===== src/rtl/cpu_multicycle.sv =====
// Multi-cycle FETCH/EXEC/MEM core for the team 8-bit ISA, parametrised in datapath,
// register-file and PC width. Drives registered data-memory requests with a BUSYWAIT handshake.
module cpu_multicycle #(
    parameter int DATA_W     = 8,
    parameter int REG_ADDR_W = 3,
    parameter int PC_W       = 32
) (
    input  logic              CLK,
    input  logic              RESET,
    output logic [PC_W-1:0]   PC,
    input  logic [31:0]       INSTRUCTION,
    output logic              READ,
    output logic              WRITE,
    input  logic              BUSYWAIT,
    output logic [DATA_W-1:0] ADDRESS,
    output logic [DATA_W-1:0] WRITEDATA,
    input  logic [DATA_W-1:0] READDATA
);

    localparam int NUM_REGS = 2 ** REG_ADDR_W;

    localparam logic [7:0] OP_LOADI = 8'h00;
    localparam logic [7:0] OP_MOV   = 8'h01;
    localparam logic [7:0] OP_ADD   = 8'h02;
    localparam logic [7:0] OP_SUB   = 8'h03;
    localparam logic [7:0] OP_AND   = 8'h04;
    localparam logic [7:0] OP_OR    = 8'h05;
    localparam logic [7:0] OP_J     = 8'h06;
    localparam logic [7:0] OP_BEQ   = 8'h07;
    localparam logic [7:0] OP_LWD   = 8'h08;
    localparam logic [7:0] OP_LWI   = 8'h09;
    localparam logic [7:0] OP_SWD   = 8'h0A;
    localparam logic [7:0] OP_SWI   = 8'h0B;
    localparam logic [7:0] OP_BNE   = 8'h0C;
    localparam logic [7:0] OP_SLL   = 8'h0D;
    localparam logic [7:0] OP_SRL   = 8'h0E;

    typedef enum logic [1:0] {
        S_FETCH = 2'd0,
        S_EXEC  = 2'd1,
        S_MEM   = 2'd2
    } state_e;

    state_e              state_q;
    logic [PC_W-1:0]     pc_q;
    logic [31:0]         ir_q;
    logic                read_q;
    logic                write_q;
    logic [DATA_W-1:0]   addr_q;
    logic [DATA_W-1:0]   wdata_q;
    logic [DATA_W-1:0]   rf_q [NUM_REGS];

    // Instruction fields, always decoded from the latched IR.
    logic [7:0]            op;
    logic [7:0]            imm8;
    logic [7:0]            off8;
    logic [REG_ADDR_W-1:0] dst_idx;
    logic [REG_ADDR_W-1:0] src1_idx;
    logic [REG_ADDR_W-1:0] src2_idx;
    logic                  unused_src1_hi;

    assign op       = ir_q[31:24];
    assign off8     = ir_q[23:16];
    assign imm8     = ir_q[7:0];
    assign dst_idx  = ir_q[16 +: REG_ADDR_W];
    assign src1_idx = ir_q[8 +: REG_ADDR_W];
    assign src2_idx = ir_q[0 +: REG_ADDR_W];
    assign unused_src1_hi = ^ir_q[15:8];

    logic [DATA_W-1:0] src1_val;
    logic [DATA_W-1:0] src2_val;
    logic [DATA_W-1:0] imm_sext;
    logic [DATA_W-1:0] diff;
    logic              zero;
    logic              shift_oob;

    // Reads see the register contents before this instruction's own writeback.
    assign src1_val  = rf_q[src1_idx];
    assign src2_val  = rf_q[src2_idx];
    assign imm_sext  = DATA_W'($signed(imm8));
    assign diff      = src1_val + (~src2_val) + DATA_W'(1);
    assign zero      = (diff == '0);
    assign shift_oob = (32'(imm8) >= DATA_W);

    logic [DATA_W-1:0] alu_res;
    logic              is_alu;

    // NOTE: every always_comb output gets a default first, so no path leaves it unassigned and no latch is inferred.
    always_comb begin
        alu_res = '0;
        is_alu  = 1'b1;
        case (op)
            OP_LOADI: alu_res = imm_sext;
            OP_MOV:   alu_res = src2_val;
            OP_ADD:   alu_res = src1_val + src2_val;
            OP_SUB:   alu_res = diff;
            OP_AND:   alu_res = src1_val & src2_val;
            OP_OR:    alu_res = src1_val | src2_val;
            OP_SLL:   alu_res = shift_oob ? '0 : (src1_val << imm8);
            OP_SRL:   alu_res = shift_oob ? '0 : (src1_val >> imm8);
            default:  is_alu  = 1'b0;
        endcase
    end

    logic              is_mem;
    logic              is_load;
    logic              take_branch;
    logic [DATA_W-1:0] mem_addr;
    logic [PC_W-1:0]   pc_plus4;
    logic [PC_W-1:0]   pc_target;

    assign is_mem      = (op >= OP_LWD) && (op <= OP_SWI);
    assign is_load     = (op == OP_LWD) || (op == OP_LWI);
    assign mem_addr    = ((op == OP_LWD) || (op == OP_SWD)) ? src2_val : imm_sext;
    assign take_branch = (op == OP_J) || ((op == OP_BEQ) && zero) || ((op == OP_BNE) && !zero);
    assign pc_plus4    = pc_q + PC_W'(4);
    assign pc_target   = pc_plus4 + (PC_W'($signed(off8)) << 2);

    // Single write port: ALU result in EXEC, load data on the completing MEM cycle.
    logic              rf_we;
    logic [DATA_W-1:0] rf_wdata;

    assign rf_we    = ((state_q == S_EXEC) && is_alu)
                   || ((state_q == S_MEM) && is_load && !BUSYWAIT);
    assign rf_wdata = (state_q == S_MEM) ? READDATA : alu_res;

    // NOTE: the register file is cleared on reset, so it maps to flops rather than a RAM macro.
    always_ff @(posedge CLK) begin
        if (RESET) begin
            for (int i = 0; i < NUM_REGS; i++) begin
                rf_q[i] <= '0;
            end
        end else if (rf_we) begin
            rf_q[dst_idx] <= rf_wdata;
        end
    end

    // NOTE: sequential state uses non-blocking assignments so every register samples pre-edge values.
    always_ff @(posedge CLK) begin
        if (RESET) begin
            state_q <= S_FETCH;
            pc_q    <= '0;
            ir_q    <= '0;
            read_q  <= 1'b0;
            write_q <= 1'b0;
            addr_q  <= '0;
            wdata_q <= '0;
        end else begin
            case (state_q)
                S_FETCH: begin
                    ir_q    <= INSTRUCTION;
                    state_q <= S_EXEC;
                end
                S_EXEC: begin
                    if (is_mem) begin
                        addr_q  <= mem_addr;
                        wdata_q <= src1_val;
                        read_q  <= is_load;
                        write_q <= !is_load;
                        state_q <= S_MEM;
                    end else begin
                        pc_q    <= take_branch ? pc_target : pc_plus4;
                        state_q <= S_FETCH;
                    end
                end
                S_MEM: begin
                    if (!BUSYWAIT) begin
                        read_q  <= 1'b0;
                        write_q <= 1'b0;
                        pc_q    <= pc_plus4;
                        state_q <= S_FETCH;
                    end
                end
                default: state_q <= S_FETCH;
            endcase
        end
    end

    assign PC        = pc_q;
    assign READ      = read_q;
    assign WRITE     = write_q;
    assign ADDRESS   = addr_q;
    assign WRITEDATA = wdata_q;

endmodule


===== config.mk =====
export PLATFORM = sky130hd
export DESIGN_NAME = cpu_multicycle
export DESIGN_NICKNAME = d
export VERILOG_FILES = /design/src/rtl/cpu_multicycle.sv
export SDC_FILE = /design/constraint.sdc
export NUM_CORES = 1
export LEC_CHECK = 0
export BUFFER_PORTS_ARGS = -buffer_cell sky130_fd_sc_hd__buf_2
export CORE_MARGIN = 2
export CORE_UTILIZATION = 55
export CTS_BUF_LIST = sky130_fd_sc_hd__clkbuf_16
export DETAILED_ROUTE_END_ITERATION = 16
export GPL_TIMING_DRIVEN = 1
export PLACE_DENSITY = 0.84
export SLEW_MARGIN = 30
export SYNTH_ARGS = -nofsm -noshare
export SYNTH_HDL_FRONTEND = slang
export SYNTH_SLANG_ARGS = --single-unit

===== constraint.sdc =====
create_clock -name CLK -period 7.5 [get_ports CLK]
set_clock_uncertainty 0.15 [all_clocks]
set_input_delay 1.5 -clock CLK [delete_from_list [all_inputs] [get_ports CLK]]
set_output_delay 1.5 -clock CLK [all_outputs]
set_load 0.01 [all_outputs]

Word level (Yosys, flattened, before mapping)

Memories as Yosys holds them, arrays and structs flattened. A register that Yosys moved wholly into a read port is not among the register bits.
Cells that the tools add are included.

Bits in writable memories: 64
Output and inout port bits: 50
Word-level logic and storage cells: 92
Register bits: 84
Memories kept: 1

Shift-type cells: 2
Reductions and logical operators: 23
Order comparisons: 3
Equal/unequal tests: 18
Add/sub/neg operators: 5
Bitwise operators: 3
Multiplexer cells: 30

Memory list:

| name | words | bits a word | read ports | clocked after Yosys merged registers in | wr ports | RTL line | source |
|---|---|---|---|---|---|---|---|
| rf_q | 8     | 8           | 2          | 2                                       | 8        | 51       | `logic [DATA_W-1:0] rf_q [NUM_REGS];` |

Operators with widths:

| operator              | count |
|---|---|
| $mux 32               | 3 |
| $pmux 32 s2           | 1 |
| $pmux 8 s8            | 1 |
| $eq 8x4->1 const B    | 6 |
| $mux 8                | 5 |
| $add 32x3->32 const B | 1 |
| $add 32x32->32        | 1 |
| $eq 8x3->1 const B    | 4 |
| $add 8x8->8           | 2 |
| $eq 8x2->1 const B    | 2 |
| $ge 8x4->1 const B    | 2 |
| $logic_not 8->1       | 2 |
| $reduce_or 8->1       | 2 |
| $mux 3                | 5 |
| $mux 1                | 10 |
| $add 8x1->8 const B   | 1 |
| $and 8x8->8           | 1 |
| $eq 8x1->1 const B    | 1 |
| $le 8x4->1 const B    | 1 |
| $not 8->8             | 1 |
| $or 8x8->8            | 1 |
| $shl 8x8->8           | 1 |
| $shr 8x8->8           | 1 |
| $logic_and 1x1->1     | 6 |
| 12 further kinds      | 23 |

Logic depth before layout (Yosys ltp)

Gate-level depths: netlist (run 1).

Depth after elaboration: 10
Gate-level depth with buffers: 18
Mapped depth without buffers: 17

Least setup slack after synthesis (run 1)

No wires, ideal clock.

Path kind: reg2reg
Start point: register with a tool-made name
End point: register pc_q[31], in the netlist PC[31]
Arrival: 4.423 ns
Stages on the path, launching flop included: 16
Required time: 7.227 ns
Path buffers: 2
Setup slack: 2.804 ns
Path through: dfxtp_1 > buf_6 > buf_2 > mux4_2 > mux2i_1 > inv_1 > ha_1 > fa_1 > inv_2 > or4_1 > a2111oi_1 > a31o_2 > o21a_1 > mux2_1 > nand4_1 > mux2_1

RTL lines:

| item                 | RTL line | source |
|---|---|---|
| to (signal assigned) | 162      | `pc_q <= take_branch ? pc_target : pc_plus4;` |
| to (signal assigned) | 170      | `pc_q <= pc_plus4;` |
| to (decl)            | 45       | `logic [PC_W-1:0] pc_q;` |

==> results.md, run 1 <==
- Fmax achieved: 0.175 GHz
- R2r endpoint: PC[31]
- CP Buf/Inv Count: 1
- Clock period minus worst slack: roughly 5.7 ns
- Placement Rows: 50
- Synth top area share: 0.181
- Antenna violations before repair: 0
- Total grt overflow: 0
- Post-synthesis cell count: 1,217
- Final setup fails: 0
- CP max stage delay: 0.70 ns
- Core area: between 15,000 and 20,000 sq um
- Post-layout nets: between 1,000 and 1,500
- Crit path depth: 12
- Largest vdd supply drop: between 0.15 and 0.2 mV
- Top cells by count, synth: nand2_1 (166), nor2_1 (143), a21oi_1 (108)
- DRC Markers: 0
- Largest net degree at the start of global routing: 90
- First-pass GRT wire length: ~47,000 um
- Vias: around 9,700
- Normalized max-slew margin: 0.404
- # diodes: 0
- Sink Count: ~150
- Status: finished clean
- HP Class: register to register
- Pwr Density: just under 200 nW/um^2
- Crit Path Category: register to register
- Distinct cells, synth: slightly below 90
- Synth Area in Compound Gates: 0.196
- Number of routed nets with antenna violations: 0
- Die area: 20,500 sq um
- First drt pass iteration count: 5
- Yosys warns: 0
- Setup slack, reg-to-reg: around 1.8 ns
- Crit path max-delay family: multiplexers
- Cell mode on critical path: mux2_1
- Cells on worst reg2reg path: 12
- Starting density of the core: 0.565
- Placed Area: between 10,000 and 15,000 sq um
- GRT Util Overall: 0.296
- Register area share after synthesis: 0.337
- WP data required: roughly 7.7 ns
- Startpoint Class: register
- CTS root buffer: clkbuf_16
- Register bit total from synthesis: between 100 and 150
- Placer congestion estimate: approximately 1.0
- Simple-Gate Fraction of Synth Area: 0.197
- Slowest CP cell: o21a_1
- Most common cell in the synthesized netlist: nand2_1
- Final Instance Area: between 10,000 and 15,000 sq um
- Die width: between 100 and 150 um
- Initial DRC Count: about 1,100
- Cell taking the most area after synthesis: edfxtp_1
- Fillers: between 1,500 and 2,000
- Vias/cell: about 6.3
- Syn avg cell area: slightly below 9 sq um
- Post-CTS Resized: 0
- RSZ-0062 raised after global routing: no
- Reg clk slew, reported paths: 0.06 ns
- Post-DP HPWL: around 22,000 um
- Crit-path cells: buf_4 > mux4_1 > mux2i_1 > ha_1 > nor3_1 > or4_1 > a2111oi_1 > a31o_2 > o21a_1 > mux2_1 > nand4_1 > mux2_1
- Hold slack: between 0.3 and 0.4 ns
- CTS H-tree depth: 4
- Area contributors post-synth: edfxtp_1 (18%), dfxtp_1 (16%), ha_1 (7.1%)
- Adder and majority cell fraction of the synthesized area: 0.0762
- Worst Path Arrival: ~5.9 ns
- CTS Buf Count: 17
- XOR/XNOR Fraction of Synth Area: 0.0411
- Post-Route WL: roughly 30,000 um
- Max Slew Vio Count: 0
- Critical path fanouts, max: 17
- Top FF cell, synth: dfxtp_1
- Mux contribution to synthesized area: 0.108
- Area of the multi-input gates: roughly 6600 sq um
- Tcrit/Tclk final: 0.763
- Hold_buf cts: 0
- Vias in the first global route: 8,977
- EDFF count, synth: 64
- Crit end category: register
- Max-cap violations: 0
- Area grow syn2layout: 11.3%
- Asr flop ratio synth: 0
- Total negative setup slack: 0 ns
- Final Hold Vio Count: 0
- Die height: between 100 and 150 um
- Largest family of logic cells by synthesized area: simple AND/OR/NAND/NOR gates
- Setup crit end: PC[31]
- # IOs: 93
- Mean routed wirelength per cell: roughly 19 um
- Register Area: ~3600 sq um
- PortBufs: 85
- Layout cells sized above 1: 0.161
- CTS tree: built
- CTS max path bufs: 2
- Cell Area, Synth: ~11,000 sq um
- Leakage: ~4.7 nW
- Clk Latency, worst-skew pair: between 0.4 and 0.5 ns
- Post-CTS Setup Bufs: 0
- Worst-Margin Slew: around 0.87 ns
-- kinds of logic after synthesis --
family | after synthesis
and+or+nand+nor | 464
AOI/OAI and AO/OA | 316
DFF | 147
buffers and inverters | 112
muxes | 64
adders and majority gates | 63
xor gates and xnor gates | 50
other | 1
-- worst min-delay path by stage --
stage                          start  slack (ns)         end  cells after the start
final                     ADDRESS[7]        0.30  ADDRESS[7]                      2
after global routing      ADDRESS[4]        0.32  ADDRESS[4]                      2
after CTS                 ADDRESS[7]        0.30  ADDRESS[7]                      2
after detailed placement  ADDRESS[7]        0.30  ADDRESS[7]                      2
after global placement    ADDRESS[7]        0.29  ADDRESS[7]                      2
after floorplan              ir_q[8]        0.29    register                      2
-- power by group --
group          switching [mW]  internal [mW]  leakage (nW)
Sequential             0.0530          0.870          1.34
Combinational           0.333          0.210          3.05
Clock                   0.372          0.500         0.286
-- cell usage in the layout (no fill, tap or decap), types with 9 or more instances in the layout --
cell | Yosys | final
nand2b_1 | 18 | 18
o21bai_1 | 10 | 10
inv_1 | 32 | 33
nand4_1 | 18 | 18
mux2i_1 | 17 | 17
a211oi_1 | 27 | 27
a21oi_1 | 108 | 107
mux4_2 | 32 | 32
nand3_1 | 24 | 24
edfxtp_1 | 64 | 64
xor2_1 | 15 | 15
inv_2 | 9 | 9
buf_2 | 13 | 86
nand2_1 | 166 | 166
clkbuf_16 | 0 | 17
nor3_1 | 31 | 30
xnor2_1 | 35 | 35
ha_1 | 60 | 60
a221oi_1 | 9 | 9
nor2_1 | 143 | 142
buf_4 | 2 | 14
o21ai_0 | 27 | 27
and3_1 | 10 | 10
dfxtp_1 | 83 | 83
a21o_1 | 16 | 16
o21ai_1 | 26 | 25
-- registers in the layout (all words and copies together), names as in the netlist, named ones only --
signal     flops
state_q        2
ir_q          27
WRITE          1
READ           1
rf_q          64
ADDRESS        8
PC            30
WRITEDATA      8
-- stage by stage --
| step | setup slack, ns | power (mW) | utilization | instances |
|---|---|---|---|---|
| floorplan | 2.80 | 1.32 | - | 1218 |
| global placement | 1.91 | 1.45 | 0.595 | 1506 |
| detailed placement | 1.84 | 1.47 | 0.596 | 1507 |
| CTS | 1.84 | 2.33 | 0.628 | 1539 |
| global route | 1.52 | 2.43 | 0.629 | 1540 |
| finish | 1.78 | 2.34 | 0.629 | 1540 |
-- layout make-up --
class / instances / area share
Sequential cell: 147 / 0.302
Clock buffer: 17 / 0.0359
Multi-Input combinational cell: 959 / 0.560
Tap cell: 260 / 0.0274
Clock inverter: 15 / 0.0147
Timing Repair Buffer: 101 / 0.0469
Inverter: 41 / 0.0130
-- worst min-delay path, cell delays in order (launching register included) --
cell	delay, ns
dfxtp_1	0.31
nand2_1	0.05
a21oi_1	0.05
-- routing by layer --
metal / wire length [um] / track usage
met3: 2280 / 0.0550
met5: 0 / 0
met4: 1330 / 0.141
met1: 12300 / 0.383
met2: 14100 / 0.478
Power figures use the tool's default switching activity.
==> run 2, diff against run 1 <==
Settings changed: PLACE_DENSITY 0.84 to 0.87.
Clock period 7.5 ns to 5.2 ns, I/O delays scaled along.
==> run 2 against run 1 <==
Effect of this change: cell count is 1.4% higher; combinational power is 51% higher; register-to-register slack worse by 1.5 ns; setup slack worse by 1.5 ns; sequential share of layout area is 0.30 points lower; global-route usage is 0.95 points higher; final area is 0.99% higher; sequential power is 43% higher; critical path type unchanged.
==> results.md, run 2 (synthesized netlist as in run 1, its figures left out) <==
- Number of flip-flops in the largest register: 64 (unchanged)
- Tcrit/Tclk final: 0.942 (+0.179)
- CTS H-tree depth: 4 (unchanged)
- PortBufs: 85 (unchanged)
- Core area: 18,800 sq um (unchanged)
- Final Hold Vio Count: 0 (unchanged)
- Placement Rows: 50 (unchanged)
- Max Slew Vio Count: 0 (unchanged)
- Vias/cell: 6.34 (+0.66%)
- Worst-Margin Slew: 1.04 ns (+0.173 ns)
- Post-CTS Resized: 0 (unchanged)
- Reg clk slew, reported paths: 0.06 ns (about the same)
- Clock period minus worst slack: 4.90 ns (-0.825 ns)
- CTS max path bufs: 2 (unchanged)
- Clock share of power: 0.356 (-0.017)
- Design Power: 3.33 mW (+42%)
- Post-CTS Setup Bufs: 0 (unchanged)
- WP data required: 5.35 ns (-2.32 ns)
- Pwr Density: 278 nW/um^2 (+41%)
- Antenna violations before repair: 0 (unchanged)
- GRT Util Overall: 0.305 (+0.00953)
- Final Instance Area: 12,000 sq um (+0.99%)
- Total grt overflow: 0 (unchanged)
- Post-route setup slack: 0.302 ns (-1.48 ns)
- Initial DRC Count: 1,120 (+3.1%)
- CTS root buffer: clkbuf_16
- RSZ-0062 raised after global routing: no
- CTS tree: built
- Setup WS pre-CTS: 0.372 ns (-1.47 ns)
- Die width: 143 um (unchanged)
- Final core occ: 0.636 (+0.00625)
- Largest register by flop count: rf_q
- Status: finished clean
- Worst Path Arrival: 5.05 ns (-0.84 ns)
- Switching part of the total power: 0.328 (+0.00378)
- Starting density of the core: 0.565 (unchanged)
- Clk Latency, worst-skew pair: 0.43 ns (about the same)
- Post-Route WL: 30,800 um (+2.8%)
- Mean routed wirelength per cell: 19.7 um (+1.4%)
- Final setup fails: 0 (unchanged)
- DRC Markers: 0 (unchanged)
- First-pass GRT wire length: 48,600 um (+2.7%)
- Crit end category: register
- Vias: 9,892 (+2.0%)
- Total negative setup slack: 0 ns (unchanged)
- Die height: 143 um (unchanged)
- Layout cells sized above 1: 0.171 (+0.0105)
- HP Class: register to register
- Power share of the combinational group: 0.247 (+0.015)
- Fmax achieved: 0.204 GHz (+17%)
- Normalized max-slew margin: 0.299 (-0.105)
- Startpoint Class: register
- Die area: 20,500 sq um (unchanged)
- Number of routed nets with antenna violations: 0 (unchanged)
- Largest vdd supply drop: 0.260 mV (+50%)
- Sequential power share: 0.397 (+0.002)
- Post-DP HPWL: 22,300 um (+2.9%)
- Most frequent cells in the layout: nand2_1 (166), nor2_1 (142), a21oi_1 (107)
- # diodes: 0 (unchanged)
- Post-layout nets: 1,394 (+1.5%)
- Vias in the first global route: 9,346 (+4.1%)
- Commonest non-fill, non-tap cell in the layout: nand2_1
- Max-cap violations: 0 (unchanged)
- Placer congestion estimate: 1.01 (+1.3%)
- Leakage: 4.77 nW (+2.0%)
- Area grow syn2layout: 12.4%
- First drt pass iteration count: 5 (unchanged)
- Psw: 1.09 mW (+44%)
- Largest net degree at the start of global routing: 50 (-44%)
- Placed Area: 11,400 sq um (+1.5%)
- CTS Buf Count: 17 (unchanged)
- Crit Path Category: register to register
- Critical path fanouts, max: 10 (-7)
- P_int: 2.24 mW (+42%)
- # IOs: 93 (unchanged)
- Sink Count: 147 (unchanged)
- Hold_buf cts: 0 (unchanged)
run 2: cell types whose count changed in the layout (fill, tap and decap cells not counted), sizes merged:
cell and change:
buf +21, bufinv -1, clkinvlp -3, clkinv +4
run 2: power by group through the flow:
stage	sequential [mW]	clock (mW)	combinational, mW
4_1_cts	1.32	1.19	0.806
2_1_floorplan	1.32	0	0.581
5_1_grt	1.33	1.24	0.893
3_3_place_gp	1.34	0	0.779
3_5_place_dp	1.34	0	0.799
6_report	1.32	1.19	0.822
run 2: worst paths after layout:
kind / endpoint / cells past startpoint / slack, ns / from
max: PC[23] / 15 / 0.30 / register
min: ADDRESS[3] / 2 / 0.30 / ADDRESS[3]
max reg2reg: PC[23] / 15 / 0.30 / register
min reg2reg: ADDRESS[3] / 2 / 0.30 / ADDRESS[3]
run 2: layer usage:
layer,track usage,part of all wire
met5,0,0
met4,0.138,0.038
met3,0.0570,0.088
met2,0.498,0.47
met1,0.394,0.40
run 2: metrics by stage:
stage          std cells  hold slack (ns)
2_1_floorplan       1218            0.286
3_3_place_gp        1529            0.287
3_5_place_dp        1529            0.293
4_1_cts             1561            0.299
5_1_grt             1561            0.319
6_report            1561            0.304
run 2: area by class of cell:
class | instances | area [sq um]
Sequential cell | 147 | 3580
Timing Repair Buffer | 122 | 716
Clock inverter | 15 | 131
Clock buffer | 17 | 425
Fill cell | 1523 | 6860
Multi-Input combinational cell | 959 | 6630
Inverter | 41 | 154
Tap cell | 260 | 325
run 2: worst max-delay path, cell delays in order, from the launching register on:
cell and delay, ns:
dfxtp_1 0.49, buf_4 0.27, mux4_2 0.55, mux2_2 0.34, inv_1 0.09, ha_1 0.30, inv_2 0.12, nor3_1 0.06
or4_1 0.49, a2111oi_1 0.53, a31oi_1 0.27, o21a_1 0.33, buf_4 0.20, a2111o_1 0.39, o2111ai_1 0.10, a21oi_1 0.09
